[src/rtl/lsu_pkg.sv]
// -----------------------------------------------------------------------------
// lsu_pkg
// Shared definitions for the load/store unit: RV32I funct3 width/sign codes,
// the access FSM state encoding, and helpers that decode access size and
// legality from funct3.
// Optional feature macro used by the unit: MISALIGNED_SPLIT_EN.
// -----------------------------------------------------------------------------
package lsu_pkg;

  localparam logic [2:0] F3_B  = 3'b000;
  localparam logic [2:0] F3_H  = 3'b001;
  localparam logic [2:0] F3_W  = 3'b010;
  localparam logic [2:0] F3_BU = 3'b100;
  localparam logic [2:0] F3_HU = 3'b101;

  typedef enum logic [2:0] {
    IDLE = 3'd0,
    ACC0 = 3'd1,
    ACC1 = 3'd2,
    RESP = 3'd3,
    ERR  = 3'd4
  } lsu_state_e;

  // Access size in bytes (1, 2 or 4); only the low two funct3 bits matter.
  function automatic logic [2:0] size_of(input logic [2:0] funct3);
    case (funct3[1:0])
      2'b00:   size_of = 3'd1;
      2'b01:   size_of = 3'd2;
      default: size_of = 3'd4;
    endcase
  endfunction

  // Stores only have B/H/W forms; loads add the unsigned B/H variants.
  function automatic logic f3_legal(input logic is_store, input logic [2:0] funct3);
    if (is_store) begin
      f3_legal = (funct3 == F3_B) || (funct3 == F3_H) || (funct3 == F3_W);
    end else begin
      f3_legal = (funct3 == F3_B) || (funct3 == F3_H) || (funct3 == F3_W) ||
                 (funct3 == F3_BU) || (funct3 == F3_HU);
    end
  endfunction

endpackage

[src/rtl/lsu_lane_align.sv]
// -----------------------------------------------------------------------------
// lsu_lane_align
// Combinational lane steering shared by both access phases of the LSU.
// Ports:
//   phase2_i     : 1 = second word of a split access (ACC1), 0 = first word
//   off_i        : byte offset addr[1:0]
//   funct3_i     : width/sign code
//   wdata_i      : store data as supplied by the core
//   rdata_i      : word currently returned by memory
//   first_word_i : word captured from the first phase of a split load
//   be_o         : byte enables for the current phase
//   wdata_o      : lane-aligned write data for the current phase
//   ldata_o      : merged, shifted and sign/zero-extended load result
// -----------------------------------------------------------------------------
module lsu_lane_align
  import lsu_pkg::*;
(
  input  logic        phase2_i,
  input  logic [1:0]  off_i,
  input  logic [2:0]  funct3_i,
  input  logic [31:0] wdata_i,
  input  logic [31:0] rdata_i,
  input  logic [31:0] first_word_i,
  output logic [3:0]  be_o,
  output logic [31:0] wdata_o,
  output logic [31:0] ldata_o
);

  logic [7:0]  mask_w;
  logic [63:0] wdata_w;
  logic [5:0]  sh;
  logic [31:0] raw;

  // A two-word view: the low half feeds the first access, the high half the
  // second, so a byte that spills past lane 3 lands in lane 0 of word W+1.
  always_comb begin
    // NOTE: every always_comb output is given a default first so no path
    // leaves it unassigned and a latch is never inferred.
    mask_w  = 8'h00;
    case (size_of(funct3_i))
      3'd1:    mask_w = 8'h01;
      3'd2:    mask_w = 8'h03;
      default: mask_w = 8'h0F;
    endcase
    mask_w  = mask_w << off_i;
    wdata_w = {32'h0, wdata_i} << {off_i, 3'b000};
    be_o    = phase2_i ? mask_w[7:4]    : mask_w[3:0];
    wdata_o = phase2_i ? wdata_w[63:32] : wdata_w[31:0];

    // Loads: the first word supplies bytes from off upward; the second word
    // supplies the remaining high bytes (shift by 32 yields zero when off=0).
    sh  = {1'b0, off_i, 3'b000};
    raw = phase2_i ? ((first_word_i >> sh) | (rdata_i << (6'd32 - sh)))
                   : (rdata_i >> sh);

    ldata_o = raw;
    case (funct3_i)
      F3_B:    ldata_o = {{24{raw[7]}},  raw[7:0]};
      F3_H:    ldata_o = {{16{raw[15]}}, raw[15:0]};
      F3_BU:   ldata_o = {24'h0, raw[7:0]};
      F3_HU:   ldata_o = {16'h0, raw[15:0]};
      default: ldata_o = raw;
    endcase
  end

endmodule

[src/rtl/load_store_unit.sv]
// -----------------------------------------------------------------------------
// load_store_unit
// Memory-stage load/store unit between a multi-cycle core and a word-wide data
// memory. One access per start pulse; req/ack handshake to memory; one-cycle
// done pulse with the extended load result in rdata.
// Optional feature: MISALIGNED_SPLIT_EN -- when defined, accesses crossing a
// word boundary are split into two memory transfers; when undefined, any
// misaligned halfword/word takes the error path.
// Ports:
//   clk, rst          : clock, asynchronous active-high reset
//   start             : one-cycle access request from the core
//   is_store, funct3  : access kind and width/sign code
//   addr, wdata       : byte address and store data
//   rdata             : extended load result, held between loads
//   done              : one-cycle completion pulse
//   busy              : access in progress
//   misalign_err      : pulses with done on a rejected access
//   mem_req/mem_we    : memory request (held until ack) and write qualifier
//   mem_be/mem_addr   : byte enables and word address
//   mem_wdata         : lane-aligned write data
//   mem_rdata/mem_ack : read word and transfer-complete from memory
// -----------------------------------------------------------------------------
module load_store_unit
  import lsu_pkg::*;
#(
  parameter int ADDR_W = 10
) (
  input  logic              clk,
  input  logic              rst,
  input  logic              start,
  input  logic              is_store,
  input  logic [2:0]        funct3,
  input  logic [31:0]       addr,
  input  logic [31:0]       wdata,
  output logic [31:0]       rdata,
  output logic              done,
  output logic              busy,
  output logic              misalign_err,
  output logic              mem_req,
  output logic              mem_we,
  output logic [3:0]        mem_be,
  output logic [ADDR_W-1:0] mem_addr,
  output logic [31:0]       mem_wdata,
  input  logic [31:0]       mem_rdata,
  input  logic              mem_ack
);

  lsu_state_e          state_q, state_d;
  logic                is_store_q;
  logic [2:0]          funct3_q;
  logic [ADDR_W+1:0]   addr_q;
  logic [31:0]         wdata_q;
  logic [31:0]         first_q;
  logic [31:0]         rdata_q;

  logic                start_err;
  logic                crosses;
  logic                phase2;
  logic [3:0]          be;
  logic [31:0]         wdata_al;
  logic [31:0]         ldata;
  logic [ADDR_W-1:0]   word_addr;

  // Address bits above the memory window are dropped: word addresses wrap.
  logic unused_addr_hi;
  assign unused_addr_hi = ^addr[31:ADDR_W+2];

`ifdef MISALIGNED_SPLIT_EN
  assign start_err = !f3_legal(is_store, funct3);
  assign crosses   = ({1'b0, addr_q[1:0]} + size_of(funct3_q)) > 3'd4;
`else
  assign start_err = !f3_legal(is_store, funct3) ||
                     ((size_of(funct3) == 3'd2) && addr[0]) ||
                     ((size_of(funct3) == 3'd4) && (addr[1:0] != 2'b00));
  assign crosses   = 1'b0;
`endif

  assign phase2    = (state_q == ACC1);
  assign word_addr = addr_q[ADDR_W+1:2] + ADDR_W'(phase2);

  lsu_lane_align u_align (
    .phase2_i     (phase2),
    .off_i        (addr_q[1:0]),
    .funct3_i     (funct3_q),
    .wdata_i      (wdata_q),
    .rdata_i      (mem_rdata),
    .first_word_i (first_q),
    .be_o         (be),
    .wdata_o      (wdata_al),
    .ldata_o      (ldata)
  );

  always_comb begin
    state_d = state_q;
    case (state_q)
      IDLE:    if (start)   state_d = start_err ? ERR : ACC0;
      ACC0:    if (mem_ack) state_d = crosses ? ACC1 : RESP;
      ACC1:    if (mem_ack) state_d = RESP;
      RESP:    state_d = IDLE;
      ERR:     state_d = IDLE;
      default: state_d = IDLE;
    endcase
  end

  // Outputs decode from the state register, so reset removes mem_req at once.
  always_comb begin
    mem_req      = (state_q == ACC0) || (state_q == ACC1);
    mem_we       = mem_req && is_store_q;
    mem_be       = mem_req ? be        : 4'h0;
    mem_addr     = mem_req ? word_addr : '0;
    mem_wdata    = mem_req ? wdata_al  : 32'h0;
    done         = (state_q == RESP) || (state_q == ERR);
    misalign_err = (state_q == ERR);
    busy         = (state_q != IDLE);
  end

  assign rdata = rdata_q;

  always_ff @(posedge clk or posedge rst) begin
    if (rst) begin
      // NOTE: the datapath registers are reset along with the FSM because
      // rdata must read 0 after reset; they are plain flops, not a RAM.
      state_q    <= IDLE;
      is_store_q <= 1'b0;
      funct3_q   <= 3'b000;
      addr_q     <= '0;
      wdata_q    <= 32'h0;
      first_q    <= 32'h0;
      rdata_q    <= 32'h0;
    end else begin
      // NOTE: non-blocking assignments so every register samples the
      // pre-edge values regardless of statement order.
      state_q <= state_d;
      if ((state_q == IDLE) && start) begin
        is_store_q <= is_store;
        funct3_q   <= funct3;
        addr_q     <= addr[ADDR_W+1:0];
        wdata_q    <= wdata;
      end
      if ((state_q == ACC0) && mem_ack && crosses) begin
        first_q <= mem_rdata;
      end
      if (mem_ack && !is_store_q &&
          (((state_q == ACC0) && !crosses) || (state_q == ACC1))) begin
        rdata_q <= ldata;
      end
    end
  end

endmodule

[config.mk]
export PLATFORM = sky130hd
export DESIGN_NAME = load_store_unit
export DESIGN_NICKNAME = d
export VERILOG_FILES = /design/src/rtl/lsu_pkg.sv /design/src/rtl/lsu_lane_align.sv /design/src/rtl/load_store_unit.sv
export SDC_FILE = /design/constraint.sdc
export NUM_CORES = 1
export LEC_CHECK = 0
export ABC_AREA = 0
export CORE_MARGIN = 5
export CORE_UTILIZATION = 44
export CTS_BUF_LIST = sky130_fd_sc_hd__clkbuf_2
export DETAILED_ROUTE_END_ITERATION = 10
export PLACE_DENSITY = 0.8
export SYNTH_ARGS = -nofsm -noshare
export SYNTH_HDL_FRONTEND = slang
export SYNTH_SLANG_ARGS = --single-unit
[constraint.sdc]
create_clock -name clk -period 3.1 [get_ports clk]
set_clock_uncertainty 0.1 [all_clocks]
set_input_delay 0.62 -clock clk [delete_from_list [all_inputs] [get_ports clk]]
set_output_delay 0.62 -clock clk [all_outputs]
set_load 0.02 [all_outputs]
==> metrics.cfg <==
[sta]
max_slew_margin = 0.5280
rsz_0062_raised_after_global_routing = true
maxSlewViolCount = 0
worst_pin_slew_ps = 707.1
final_hold_viol_count = 0
timing.hold.ws_ps = 314.7
timing.final.crit_period_ps = 3280
finalCritPeriodShare = 1.058
finalSetupViolCount = 10
timing.fmax_ghz = 0.3049
worst_slack_ps = -179.7

[floorplanning]
die_height_um = 124.2
std_cell_rows = 41
chipWidth_um = 124.2
core-area_um2 = 12720
ioPinCount = 187
design.die.area_um2 = 15430
floorplan.initialDensity = 0.4511

[global_route]
antenna_found_initial = 0
grt_start_max_net_pins = 55
first_global_vias = 6012
grt_first_pass_wirelength_um = 31920
grt.overflow.total = 0
gr-usage-all-layers = 0.2480

[route]
route.detailed.wl_per_inst_um = 20.17
first_pass_iters = 5
ant_nets = 0
route.vias.total = 5932
routed_wl_um = 19930
route.detailed.drc = 0
via_per_inst = 6.004
drtIter0Drc = 735

[placed_design]
placedCellCount = 957
place_congestion = 0.9050
detailedPlacementHpwl_um = 13560
port_buffers = 166
dpl-instance-area_um2 = 7730

[hold_path]
min_path_type = in2async

[synthesis]
synth_sequential_area_ratio = 0.3619
syn-instance-count = 640
postSynth.topFlopCell = dfrtp_1
synth.largest_area_cell = dfrtp_1
synth_most_common_cell = nor2_1
synth_top_cells_by_area = dfrtp_1 (36%), mux2_2 (16%), nor2_1 (6.3%), mux2i_1 (5.8%), a31oi_1 (3.5%)
yosys.cell_types.count = 53
cell_area_synth_um2 = 5739
proportion_of_netlist_area_held_by_the_largest_area_contributor = 0.3619
synth_nets = 747
ys_async_sr_fraction = 1.000
synth.yosys.warnings = 0
synth_seq_cells = 83
syn-mean-instance-area_um2 = 8.968
synthTopCellsByCount = nor2_1 (96), dfrtp_1 (83), mux2_2 (81)
synth_edf_count = 0

[pwr]
power.static_leakage_nw = 3.256
ir_worst_vdd_mv = 0.5271
p_per_area_nw_per_um2 = 1160

[clock_network]
clock_buffer_count_from_cts = 9
clkSlewWorstSetupHoldPaths_ps = 250
worst_skew_pair.late_latency_ps = 580
cts-root-to-sink-buffers = 2
cts.sink_count = 83
tritoncts = done
holdBufCountCts = 0
root_buffer = clkbuf_2
cts.htree.levels = 3

[layout]
finish.instance_area_um2 = 7993
layout-area-overhead-vs-synth_pct = 39.26
antenna_cells = 0
finish.cell_count_without_fillers = 988
final_net_count = 918
layout-drive-gt1-share = 0.2770

[critical_path]
worstSetupPathType = reg2out
crit_path_start_kind = register
regToRegSetupSlack_ps = 260
worst-path-max-fanout = 5
depth_of_the_most_critical_reg_to_reg_path = 9
end_kind = output pin
crit_required_ps = 2380
timing.critical_path.arrival_ps = 2560

[outcome]
run_status = finished, violations left
violations = negative setup slack

[job]
timing.max_cap.violations = 0

==> critical path, cell delays in order (launching register included) <==
cell     delay [ps]
dfrtp_1         450
or3b_4          400
inv_4            70
ha_4            150
ha_4            150
nand3_4         100
or3_4           400
a21oi_4         130
buf_6           130
==> layout make-up <==
type	instances	area, µm²
clock buffer	10	50.05
clock inverter	6	65.06
fill	1105	4730
inverter	10	41.29
multi-input combinational	489	3518
sequential	83	2079
tap	172	215.2
timing repair buffer	218	2023
==> report_power, final <==
group          leakage, nW  internal (W)  total [W]  switching [W]
registers            0.968       0.00164    0.00217       0.000532
clock network       0.0739      0.000192   0.000603       0.000411
logic                 2.21       0.00293    0.00650        0.00357
total                 3.26       0.00475    0.00927        0.00452
==> per-stage QoR <==
step	setup slack [ps]	utilization	TNS (ps)	total power [W]
2_1_floorplan	14.08	-	0	0.006103
3_3_place_gp	-167.4	0.6076	-631.0	0.008220
3_5_place_dp	-185.6	0.6076	-732.9	0.008419
4_1_cts	-201.0	0.6230	-863.1	0.009063
5_1_grt	-273.0	0.6282	-3158	0.009905
6_report	-179.7	0.6282	-947.9	0.009270
==> sequential cells by signal, summed over array words and instances, names as in the netlist <==
register,flops
wdata_q,32
state_q,3
funct3_q,3
rdata,32
is_store_q,1
addr_q,12
==> worst paths after layout <==
path                             from          end
hold / removal                    rst    rdata[19]
setup reg to reg            addr_q[1]    rdata[13]
setup / recovery           state_q[2]  mem_addr[8]
hold reg to reg             rdata[15]    rdata[15]
min in group clk            rdata[15]    rdata[15]
max in group asynchronous         rst     rdata[8]
==> cells by family (layout without fill, tap and decap cells) <==
group / after synthesis / in the layout / synth area share
adder cells (fa/ha/maj): 3 / 3 / 0.006541
buffers and inverters: 68 / 244 / 0.05319
AND/OR/NAND/NOR: 192 / 192 / 0.1524
flip-flops: 83 / 83 / 0.3619
XOR/XNOR: 5 / 5 / 0.007630
multiplexers: 115 / 115 / 0.2204
AO/OA/AOI/OAI: 174 / 174 / 0.1980
==> cells in the final DEF, fill, tap and decap left out, types with 3 or more instances in the layout <==
master,Yosys,routed
a211oi_2,0,4
a211oi_1,9,5
a21oi_1,36,33
o22a_1,7,7
nand3_1,18,16
mux2i_1,33,33
dlygate4sd2_1,0,3
o21ai_0,32,30
a22o_1,7,7
a22oi_1,22,21
o211ai_1,9,9
buf_4,1,51
a31oi_1,32,31
a21oi_4,0,3
dfrtp_1,83,81
buf_2,25,17
xor2_1,4,4
buf_6,2,10
nor3_1,9,9
o2bb2ai_1,7,7
nor2b_1,4,3
nor2_1,96,94
nand3b_1,9,9
and2_1,3,3
clkbuf_2,0,20
mux2_2,81,81
or3_4,1,4
clkdlybuf4s50_1,0,118
inv_1,7,6
nand2_1,38,36
buf_12,0,4
==> metal layers <==
metal	vias up	track usage	part of all wire
li1	2680	-	-
met1	2863	0.3114	0.40
met2	342	0.4218	0.48
met3	47	0.05403	0.090
met4	0	0.08511	0.029
met5	-	0	0
==> repair_timing <==
action,in CTS,in global routing
cloned,1,3
buffers inserted,5,8
endpoints found under the setup margin,48,47
pin swaps,2,7
gates resized for setup,174,59
(Power assumes the default switching activity.)
